### src/rtl/spm_ctrl_if.sv
// Operand/product handshake bundle for spm_ctrl.
// master = bus-side register block, slave = controller.
interface spm_ctrl_if #(
    parameter int WIDTH = 32
);
    logic               in_valid;
    logic               in_ready;
    logic [WIDTH-1:0]   in_x;
    logic [WIDTH-1:0]   in_y;
    logic               out_valid;
    logic               out_ready;
    logic [2*WIDTH-1:0] out_p;

    modport master (
        output in_valid, in_x, in_y, out_ready,
        input  in_ready, out_valid, out_p
    );

    modport slave (
        input  in_valid, in_x, in_y, out_ready,
        output in_ready, out_valid, out_p
    );
endinterface

### src/rtl/spm_ctrl.sv
// Sequencer for the serial-parallel multiplier array: loads x, streams y, collects product.
// Optional abort port and behaviour enabled by defining SPM_CTRL_ABORT_EN.
module spm_ctrl #(
    parameter int WIDTH  = 32,
    parameter bit SIGNED = 1'b1,
    parameter int P_LAT  = 1
) (
    input  logic             clk,
    input  logic             rst,
    spm_ctrl_if.slave        bus,
    output logic [WIDTH-1:0] spm_x,
    output logic             spm_y,
    output logic             spm_clr,
    input  logic             spm_p
`ifdef SPM_CTRL_ABORT_EN
    ,
    input  logic             abort
`endif
);

    localparam int NCYC = 2 * WIDTH + P_LAT;
    localparam int CW   = $clog2(NCYC);
    localparam logic [CW-1:0] LAST = CW'(NCYC - 1);

    localparam logic [1:0] S_IDLE = 2'd0;
    localparam logic [1:0] S_CLR  = 2'd1;
    localparam logic [1:0] S_RUN  = 2'd2;
    localparam logic [1:0] S_DONE = 2'd3;

    logic [1:0]         state;
    logic [CW-1:0]      cnt;
    logic [WIDTH-1:0]   ysr;
    logic [2*WIDTH-2:0] psr;
    logic               fill;
    logic               abrt;
    logic               kill;
    logic               y_hi;

`ifdef SPM_CTRL_ABORT_EN
    assign abrt = abort;
`else
    assign abrt = 1'b0;
`endif

    assign kill = abrt && (state == S_CLR || state == S_RUN);
    assign fill = SIGNED ? ysr[WIDTH-1] : 1'b0;
    assign y_hi = (int'(cnt) + 1) >= 2 * WIDTH;
    assign bus.in_ready = (state == S_IDLE);

    // y is shifted arithmetically so bits above WIDTH become the sign fill.
    always_ff @(posedge clk or negedge rst) begin
        if (!rst) begin
            state         <= S_IDLE;
            cnt           <= '0;
            ysr           <= '0;
            psr           <= '0;
            spm_x         <= '0;
            spm_y         <= 1'b0;
            spm_clr       <= 1'b1;
            bus.out_valid <= 1'b0;
            bus.out_p     <= '0;
        end else begin
            spm_clr <= 1'b0;
            if (kill) begin
                state   <= S_IDLE;
                spm_y   <= 1'b0;
                spm_clr <= 1'b1;
            end else begin
                unique case (1'b1)
                    (state == S_IDLE): begin
                        if (bus.in_valid) begin
                            spm_x   <= bus.in_x;
                            ysr     <= bus.in_y;
                            spm_y   <= 1'b0;
                            spm_clr <= 1'b1;
                            state   <= S_CLR;
                        end
                    end
                    (state == S_CLR): begin
                        cnt   <= '0;
                        spm_y <= ysr[0];
                        ysr   <= {fill, ysr[WIDTH-1:1]};
                        state <= S_RUN;
                    end
                    (state == S_RUN): begin
                        if (int'(cnt) >= P_LAT)
                            psr <= {spm_p, psr[2*WIDTH-2:1]};
                        if (cnt == LAST) begin
                            bus.out_p     <= {spm_p, psr};
                            bus.out_valid <= 1'b1;
                            spm_y         <= 1'b0;
                            state         <= S_DONE;
                        end else begin
                            cnt   <= cnt + CW'(1);
                            spm_y <= y_hi ? 1'b0 : ysr[0];
                            ysr   <= {fill, ysr[WIDTH-1:1]};
                        end
                    end
                    (state == S_DONE): begin
                        if (bus.out_ready) begin
                            bus.out_valid <= 1'b0;
                            state         <= S_IDLE;
                        end
                    end
                    default: state <= S_IDLE;
                endcase
            end
        end
    end

endmodule
### src/flat_wrapper.sv
// flat-port wrapper written by rule: the top's interface ports become plain ports
module spm_ctrl_flat 
#(
    parameter int WIDTH  = 32,
    parameter bit SIGNED = 1'b1,
    parameter int P_LAT  = 1
)
  (clk, rst, spm_x, spm_y, spm_clr, spm_p, bus_in_valid, bus_in_x, bus_in_y, bus_out_ready, bus_in_ready, bus_out_valid, bus_out_p);
  spm_ctrl_if #(.WIDTH(WIDTH)) bus_i ();
  input  logic clk;
  input  logic rst;
  output logic [WIDTH-1:0] spm_x;
  output logic spm_y;
  output logic spm_clr;
  input  logic spm_p;
  input wire logic [$bits(bus_i.in_valid)-1:0] bus_in_valid;
  input wire logic [$bits(bus_i.in_x)-1:0] bus_in_x;
  input wire logic [$bits(bus_i.in_y)-1:0] bus_in_y;
  input wire logic [$bits(bus_i.out_ready)-1:0] bus_out_ready;
  output wire logic [$bits(bus_i.in_ready)-1:0] bus_in_ready;
  output wire logic [$bits(bus_i.out_valid)-1:0] bus_out_valid;
  output wire logic [$bits(bus_i.out_p)-1:0] bus_out_p;
  assign bus_i.in_valid = bus_in_valid;
  assign bus_i.in_x = bus_in_x;
  assign bus_i.in_y = bus_in_y;
  assign bus_i.out_ready = bus_out_ready;
  assign bus_in_ready = bus_i.in_ready;
  assign bus_out_valid = bus_i.out_valid;
  assign bus_out_p = bus_i.out_p;
  spm_ctrl #(.WIDTH(WIDTH), .SIGNED(SIGNED), .P_LAT(P_LAT)) u_core (.clk(clk), .rst(rst), .bus(bus_i), .spm_x(spm_x), .spm_y(spm_y), .spm_clr(spm_clr), .spm_p(spm_p));
endmodule
### config.mk
export PLATFORM = sky130hd
export DESIGN_NAME = spm_ctrl_flat
export DESIGN_NICKNAME = d
export VERILOG_FILES = /design/src/rtl/spm_ctrl_if.sv /design/src/rtl/spm_ctrl.sv /design/src/flat_wrapper.sv
export SDC_FILE = /design/constraint.sdc
export NUM_CORES = 1
export LEC_CHECK = 0
export BUFFER_PORTS_ARGS = -buffer_cell sky130_fd_sc_hd__buf_2
export CAP_MARGIN = 20
export CORE_UTILIZATION = 54
export CTS_CLUSTER_DIAMETER = 100
export DETAILED_ROUTE_END_ITERATION = 6
export GPL_TIMING_DRIVEN = 0
export PLACE_DENSITY = 0.88
export SETUP_SLACK_MARGIN = 0.15
export SYNTH_ARGS = -nofsm -noshare
export SYNTH_HDL_FRONTEND = slang
export SYNTH_SLANG_ARGS = --single-unit
### constraint.sdc
create_clock -name clk -period 4.1 [get_ports clk]
set_clock_uncertainty 0.1 [all_clocks]
set_input_delay 0.615 -clock clk [delete_from_list [all_inputs] [get_ports clk]]
set_output_delay 0.615 -clock clk [all_outputs]
set_load 0.005 [all_outputs]
==> impl_metrics.toml, run 1 <==
[timing]
hold_viol_final = 0
period_share_pct = 53.9
max_clock_freq_mhz = 452
fin_ws_ns = 1.89
max_slew_margin_pct = 49.6
final_max_slew_viol_count = 0
fin_hold_ws_ns = 0.0222
worst_pin_slew_ns = 0.756
tns_ns = 0
setup_viol = 0
fin_crit_ns = 2.21
rsz0062_at_grt = "no"

[die]
die_y_um = 126
die_x_um = 126
start_util_pct = 56.0
fp.coreArea_um2 = 14800
io_pins = 169
dieArea_um2 = 15800
rows = 44

[power]
powerDensity_nw_per_um2 = 668
pwr-share-comb_pct = 29.3
switchingPower_mw = 2.05
sw_frac_of_total_pct = 30.1
p_clk_share_pct = 30.9
seqPwrFrac_pct = 39.8
p_leak_nw = 5.42
ir_drop_uv = 515
internal_power_mw = 4.75

[setup_path]
worstPathMaxFanout = 10
crit-reg2reg-launch = "u_core.cnt[2]"
cp_data_arrival_time_ns = 2.48
crit_path_end_kind = "flip-flop"
crit_required_ns = 4.37
path_class = "flip-flop to flip-flop"
startpoint = "u_core.cnt[2]"
critPathLaunchType = "flip-flop"

[cts]
cts_buffer_depth = 3
post_cts_buffers = 0
cts_max_level = 1
cts_root_buf = "clkbuf_16"
cts_buffers = 22
cts-resized-gates = 0
clkTransAtPathRegs_ns = 0.06
cts_hold_buf = 0
cts_tree = "yes"
clock_latency_ns = 0.49
cts.sinks = 203

[final_layout]
fillers = 1022
num_antenna_cells = 0
utilization_pct = 68.9
syn2layout_area_growth_pct = 23.0
postLayoutCellArea_um2 = 10200
layout-drive-gt1-share_pct = 50.8
multi_input_area_um2 = 2950
fin_nets = 830
regArea_um2 = 5080

[synth]
synthesis.area_per_instance_um2 = 14.7
muxShareOfSynthArea_pct = 27.4
ys_types = 31
ys.warnings.count = 0
syn_nets = 637
synth_top_family_by_area = "multiplexers"
ys_ff_latch = 203
yosysSeqAreaShare_pct = 61.5
synth_area_um2 = 8260
synth_fa_ha_area_share_pct = 1.06
yosys.area_share.simple_pct = 3.72
syn_inst = 561
synth_xor_xnor_area_share_pct = 0.106
synth_compound_area_share_pct = 3.36

[global_routing]
grt-ovfl-total = 0
grt_pass1_wl_um = 27700
grt_pass1_vias = 5481
track_usage_pct = 21.6
antenna_found_initial = 0
grt_max_degree = 114

[placed_design]
place_area_um2 = 9370
hpwl_um = 11600
numPortBuffers = 168
gp_congestion = 0.790
place_ws_ns = 1.93

[routing]
drt_iter0_markers = 168
wl_per_cell_um = 17.5
num_vias = 5117
detail-route-antenna-nets = 0
vias_per_cell = 5.36
drc_errors = 0
routed_wirelength_um = 16700
drtPass1Iterations = 6

[worst_hold_path]
hold_path.class = "input pin to async pin"

[flow_run]
drv_cap = 0

[run_status]
outcome = "completed"
## kinds of logic after synthesis
| group | count (synthesis) |
|---|---|
| AOI/OAI and AO/OA | 50 |
| xor gates and xnor gates | 1 |
| adders and majority gates | 7 |
| buffers and inverters | 38 |
| DFF | 203 |
| muxes | 192 |
| and+or+nand+nor | 70 |
## stage by stage
stage | instances | power, mW
3_3_place_gp | 913 | 4.55
5_1_grt | 954 | 7.16
3_5_place_dp | 914 | 4.73
6_report | 954 | 6.80
4_1_cts | 954 | 6.85
2_1_floorplan | 561 | 4.10
## power by group through the flow
stage,combinational [mW],clock [mW],sequential [mW]
after floorplan,1.41,0,2.68
after global placement,1.85,0,2.69
after detailed placement,1.99,0,2.73
after CTS,2.01,2.14,2.71
after global routing,2.18,2.22,2.76
final,1.99,2.10,2.71
## cell usage in the layout (no fill, tap or decap), types with 5 or more instances in the layout
cell type / count
dfrtp_1: 202
clkbuf_16: 23
a21oi_1: 34
nand3_1: 6
clkbuf_8: 6
o21ai_0: 6
buf_6: 10
mux2_4: 38
ha_1: 7
clkbuf_1: 8
clkinv_2: 5
mux2i_1: 32
nor2_1: 37
mux2_2: 122
buf_2: 176
nand2_1: 18
inv_1: 8
## cell usage after synthesis
library cell	count	area, µm²
o31ai_1	3	22.5
buf_2	9	45.0
o21ai_0	6	30.0
a32o_1	1	10.0
nor2_1	37	139
nand2b_1	3	18.8
dfrtp_1	202	5050
nor2b_1	1	6.26
xnor2_1	1	8.76
nor3_1	1	5.00
a21oi_1	34	170
buf_1	2	7.51
nand3_1	6	30.0
a41o_1	1	10.0
a31oi_1	2	12.5
nand2_1	18	67.6
nor4_4	1	21.3
o22ai_1	1	6.26
buf_6	10	113
nand4_1	2	12.5
mux2_4	38	571
o311ai_1	1	8.76
buf_4	2	15.0
clkbuf_1	7	26.3
mux2i_1	32	320
inv_1	8	30.0
mux2_2	122	1370
a21o_1	1	7.51
ha_1	7	87.6
nor3b_1	1	7.51
dfstp_2	1	26.3
## layout make-up
type / instances / share of cell area [%]
Clock buffer: 30 / 6.51
Sequential cell: 203 / 50.0
Multi-Input combinational cell: 320 / 29.0
Clock inverter: 10 / 1.32
Buffer: 30 / 2.03
Inverter: 8 / 0.295
Timing Repair Buffer: 169 / 8.64
Tap cell: 184 / 2.26
## metal layers
metal | wire length [µm] | track usage [%] | part of all wire (%)
met1 | 6990 | 27.5 | 42
met2 | 8400 | 37.6 | 50
met5 | 0 | 0 | 0
met3 | 1010 | 5.31 | 6.1
met4 | 260 | 4.59 | 1.6
## worst paths after layout
check / cells after the start / slack, ns / to
min reg2reg: 1 / 0.40 / u_core.bus.out_p[18]
max: 7 / 1.89 / u_core.ysr[26]
max reg2reg: 7 / 1.89 / u_core.ysr[26]
min in group clk: 2 / 0.25 / u_core.ysr[31]
max in group asynchronous: 2 / 2.94 / u_core.bus.out_p[12]
min: 1 / 0.02 / u_core.psr[48]
## flip-flops by register name, indices dropped and copies added (netlist names)
signal and cells:
u_core.bus.out_p 64, u_core.psr 63, u_core.spm_x 32, u_core.ysr 32
u_core.cnt 7, u_core.state 2, u_core.bus.out_valid 1, u_core.spm_clr 1
u_core.spm_y 1
## critical path: stages (launching register included)
cell      delay [ns]
dfrtp_1         0.47
nor4_4          0.42
nand4_1         0.28
nor2b_1         0.22
clkbuf_1        0.18
buf_2           0.22
nor2_1          0.13
a21oi_1         0.07
No activity file was read; power rests on OpenSTA's default activity.
==> run 2, diff against run 1 <==
- ABC_AREA: not set -> 1
- clock period: 4.1 -> 2.3 ns (I/O delays scaled with it)
==> run 2 against run 1 <==
Effect of this change: cell count grew 41%; fmax up 5.9%; die area grew 0.15%; sequential share of layout area decreased by 3.1 points; sequential power increased by 70%; worst setup slack worse by 1.7 ns; synthesized cell count is 58% higher; first-iteration DRC count grew to 2.6 times the previous value; utilization up 4.5 points; via count rose by 38%; combinational power up 92%.
==> impl_metrics.toml, run 2 <==
[synth]
synth_xor_xnor_area_share_pct = 0.423
yosysTopAreaCell = "dfrtp_1"
synth_area_um2 = 8280
ys_types = 27
synth_commonest_cells = "nand2_1, dfrtp_1, o21ai_0, inv_1, o21ai_1"
syn_inst = 888
yosysSeqAreaShare_pct = 61.4
ys_ff_latch = 203
ys.flop_type = "dfrtp_1"
yosys.area_share.simple_pct = 16.6
synth_fa_ha_area_share_pct = 1.06
synth_top_area_share_pct = 61.1
synth_top_family_by_area = "simple AND/OR/NAND/NOR gates"
muxShareOfSynthArea_pct = 0
synthesis.area_per_instance_um2 = 9.32
synth-edff-count = 0
yosysMostFrequentCell = "nand2_1"
ys.warnings.count = 0
syn_nets = 964
ys_async_sr_fraction_pct = 100
synth_compound_area_share_pct = 13.4
synth_area_leaders = "dfrtp_1, nand2_1, o21ai_0"

[power]
seqPwrFrac_pct = 38.3
switchingPower_mw = 3.99
sw_frac_of_total_pct = 33.1
powerDensity_nw_per_um2 = 1110
pwr-share-comb_pct = 31.7
p_leak_nw = 5.43
power_mw = 12.1
p_clk_share_pct = 30.0
internal_power_mw = 8.07
ir_drop_uv = 779

[final_layout]
layout-drive-gt1-share_pct = 24.1
layout_common_cells = "nand2_1, dfrtp_1, buf_2, o21ai_0, inv_1"
final_common_cell = "nand2_1"
top_register = "u_core.bus.out_p"
syn2layout_area_growth_pct = 30.9
fin_nets = 1226
reg_top3 = "u_core.bus.out_p (64), u_core.psr (63)"
largest_reg_flops = 64
num_antenna_cells = 0

[placed_design]
hpwl_um = 12600
numPortBuffers = 168
gp_congestion = 0.796

[flow_run]
drv_cap = 0

[die]
die_x_um = 126
rows = 44
die_y_um = 126
fp.coreArea_um2 = 14800
start_util_pct = 56.1
dieArea_um2 = 15800
io_pins = 169

[cts]
cts_max_level = 1
cts_buffer_depth = 3
cts_root_buf = "clkbuf_16"
clkTransAtPathRegs_ns = 0.06
clock_latency_ns = 0.50
cts_tree = "yes"
cts.sinks = 203
cts_buffers = 21

[run_status]
outcome = "completed"

[timing]
hold_viol_final = 0
final_max_slew_viol_count = 0
rsz0062_at_grt = "no"
setup_viol = 0
fin_crit_ns = 2.09
worst_pin_slew_ns = 0.830
tns_ns = 0
max_clock_freq_mhz = 479
max_slew_margin_pct = 44.7
period_share_pct = 90.8

[routing]
routed_wirelength_um = 20600
drt_iter0_markers = 442
drc_errors = 0
wl_per_cell_um = 15.3
num_vias = 7084
vias_per_cell = 5.25
detail-route-antenna-nets = 0
drtPass1Iterations = 5

[global_routing]
grt_max_degree = 117
grt-ovfl-total = 0
track_usage_pct = 26.5
grt_pass1_vias = 7099
antenna_found_initial = 0
grt_pass1_wl_um = 34100

[setup_path]
worstPathMaxFanout = 9
cp_data_arrival_time_ns = 2.38
crit_required_ns = 2.59
path_class = "flip-flop to flip-flop"
critPathLaunchType = "flip-flop"
crit_path_end_kind = "flip-flop"

[worst_hold_path]
hold_path.class = "input pin to flip-flop"
run 2: final cells by class:
type	instances	area (µm²)
Inverter	86	327
Timing Repair Buffer	239	1560
Multi-Input combinational cell	550	2610
Buffer	49	279
Sequential cell	203	5080
Tap cell	184	230
Clock inverter	7	118
Fill cell	1013	3920
Clock buffer	31	633
run 2: path summary, 6_finish.rpt:
| path | from | endpoint | slack [ns] | cells after the start |
|---|---|---|---|---|
| min in group asynchronous | rst | u_core.spm_x[3] | 0.47 | 2 |
| hold / removal | spm_p | u_core.bus.out_p[63] | 0.05 | 3 |
| max in group asynchronous | rst | u_core.psr[24] | 0.75 | 3 |
| hold reg to reg | u_core.spm_x[1] | u_core.spm_x[1] | 0.37 | 2 |
| setup / recovery | u_core.state[0] | u_core.ysr[2] | 0.21 | 9 |
| setup reg to reg | u_core.state[0] | u_core.ysr[2] | 0.21 | 9 |
run 2: power by group through the flow:
stage | Sequential (mW) | Clock [mW] | Combinational (mW)
floorplan | 4.62 | 0 | 2.37
finish | 4.62 | 3.61 | 3.82
CTS | 4.59 | 3.68 | 3.59
global placement | 4.62 | 0 | 3.35
global route | 4.68 | 3.83 | 4.29
detailed placement | 4.64 | 0 | 3.49
run 2: logic make-up (layout without fill, tap and decap cells):
group | after synthesis | in the layout
and+or+nand+nor | 338 | 338
DFF | 203 | 203
buffers and inverters | 135 | 412
xor gates and xnor gates | 4 | 4
AOI/OAI and AO/OA | 201 | 201
adders and majority gates | 7 | 7
run 2: per-stage QoR:
step                hold WS (ns)  cells  worst slack, ns  cell area, µm²  util [%]
global route              0.0561   1349            0.126           10800      73.4
global placement           0.357   1240            -2.48            9350      63.4
finish                    0.0481   1349            0.211           10800      73.4
floorplan                -0.0506    888            0.533            8280         -
detailed placement         0.359   1241            0.185            9390      63.6
CTS                       0.0423   1341            0.161           10800      72.9
run 2: repair_timing:
action / in CTS / in global routing
hold endpoints to repair: 175 / 0
hold buffers: 62 / 0
resized for setup: 1 / 14
setup endpoints to repair: 1 / 84
pin swaps: 0 / 1
setup buffers: 0 / 8
run 2: worst max-delay path, stage by stage (launching register included):
cell	delay, ns
dfrtp_1	0.38
inv_1	0.09
ha_1	0.29
clkbuf_4	0.20
clkinvlp_4	0.16
buf_4	0.18
buf_4	0.12
or2_2	0.28
o211ai_1	0.11
nand2_1	0.08
run 2: per-layer routing:
metal	share of wire, %	track usage, %
met4	3.5	9.85
met1	41	33.9
met3	4.8	3.99
met5	0	0
met2	51	45.9
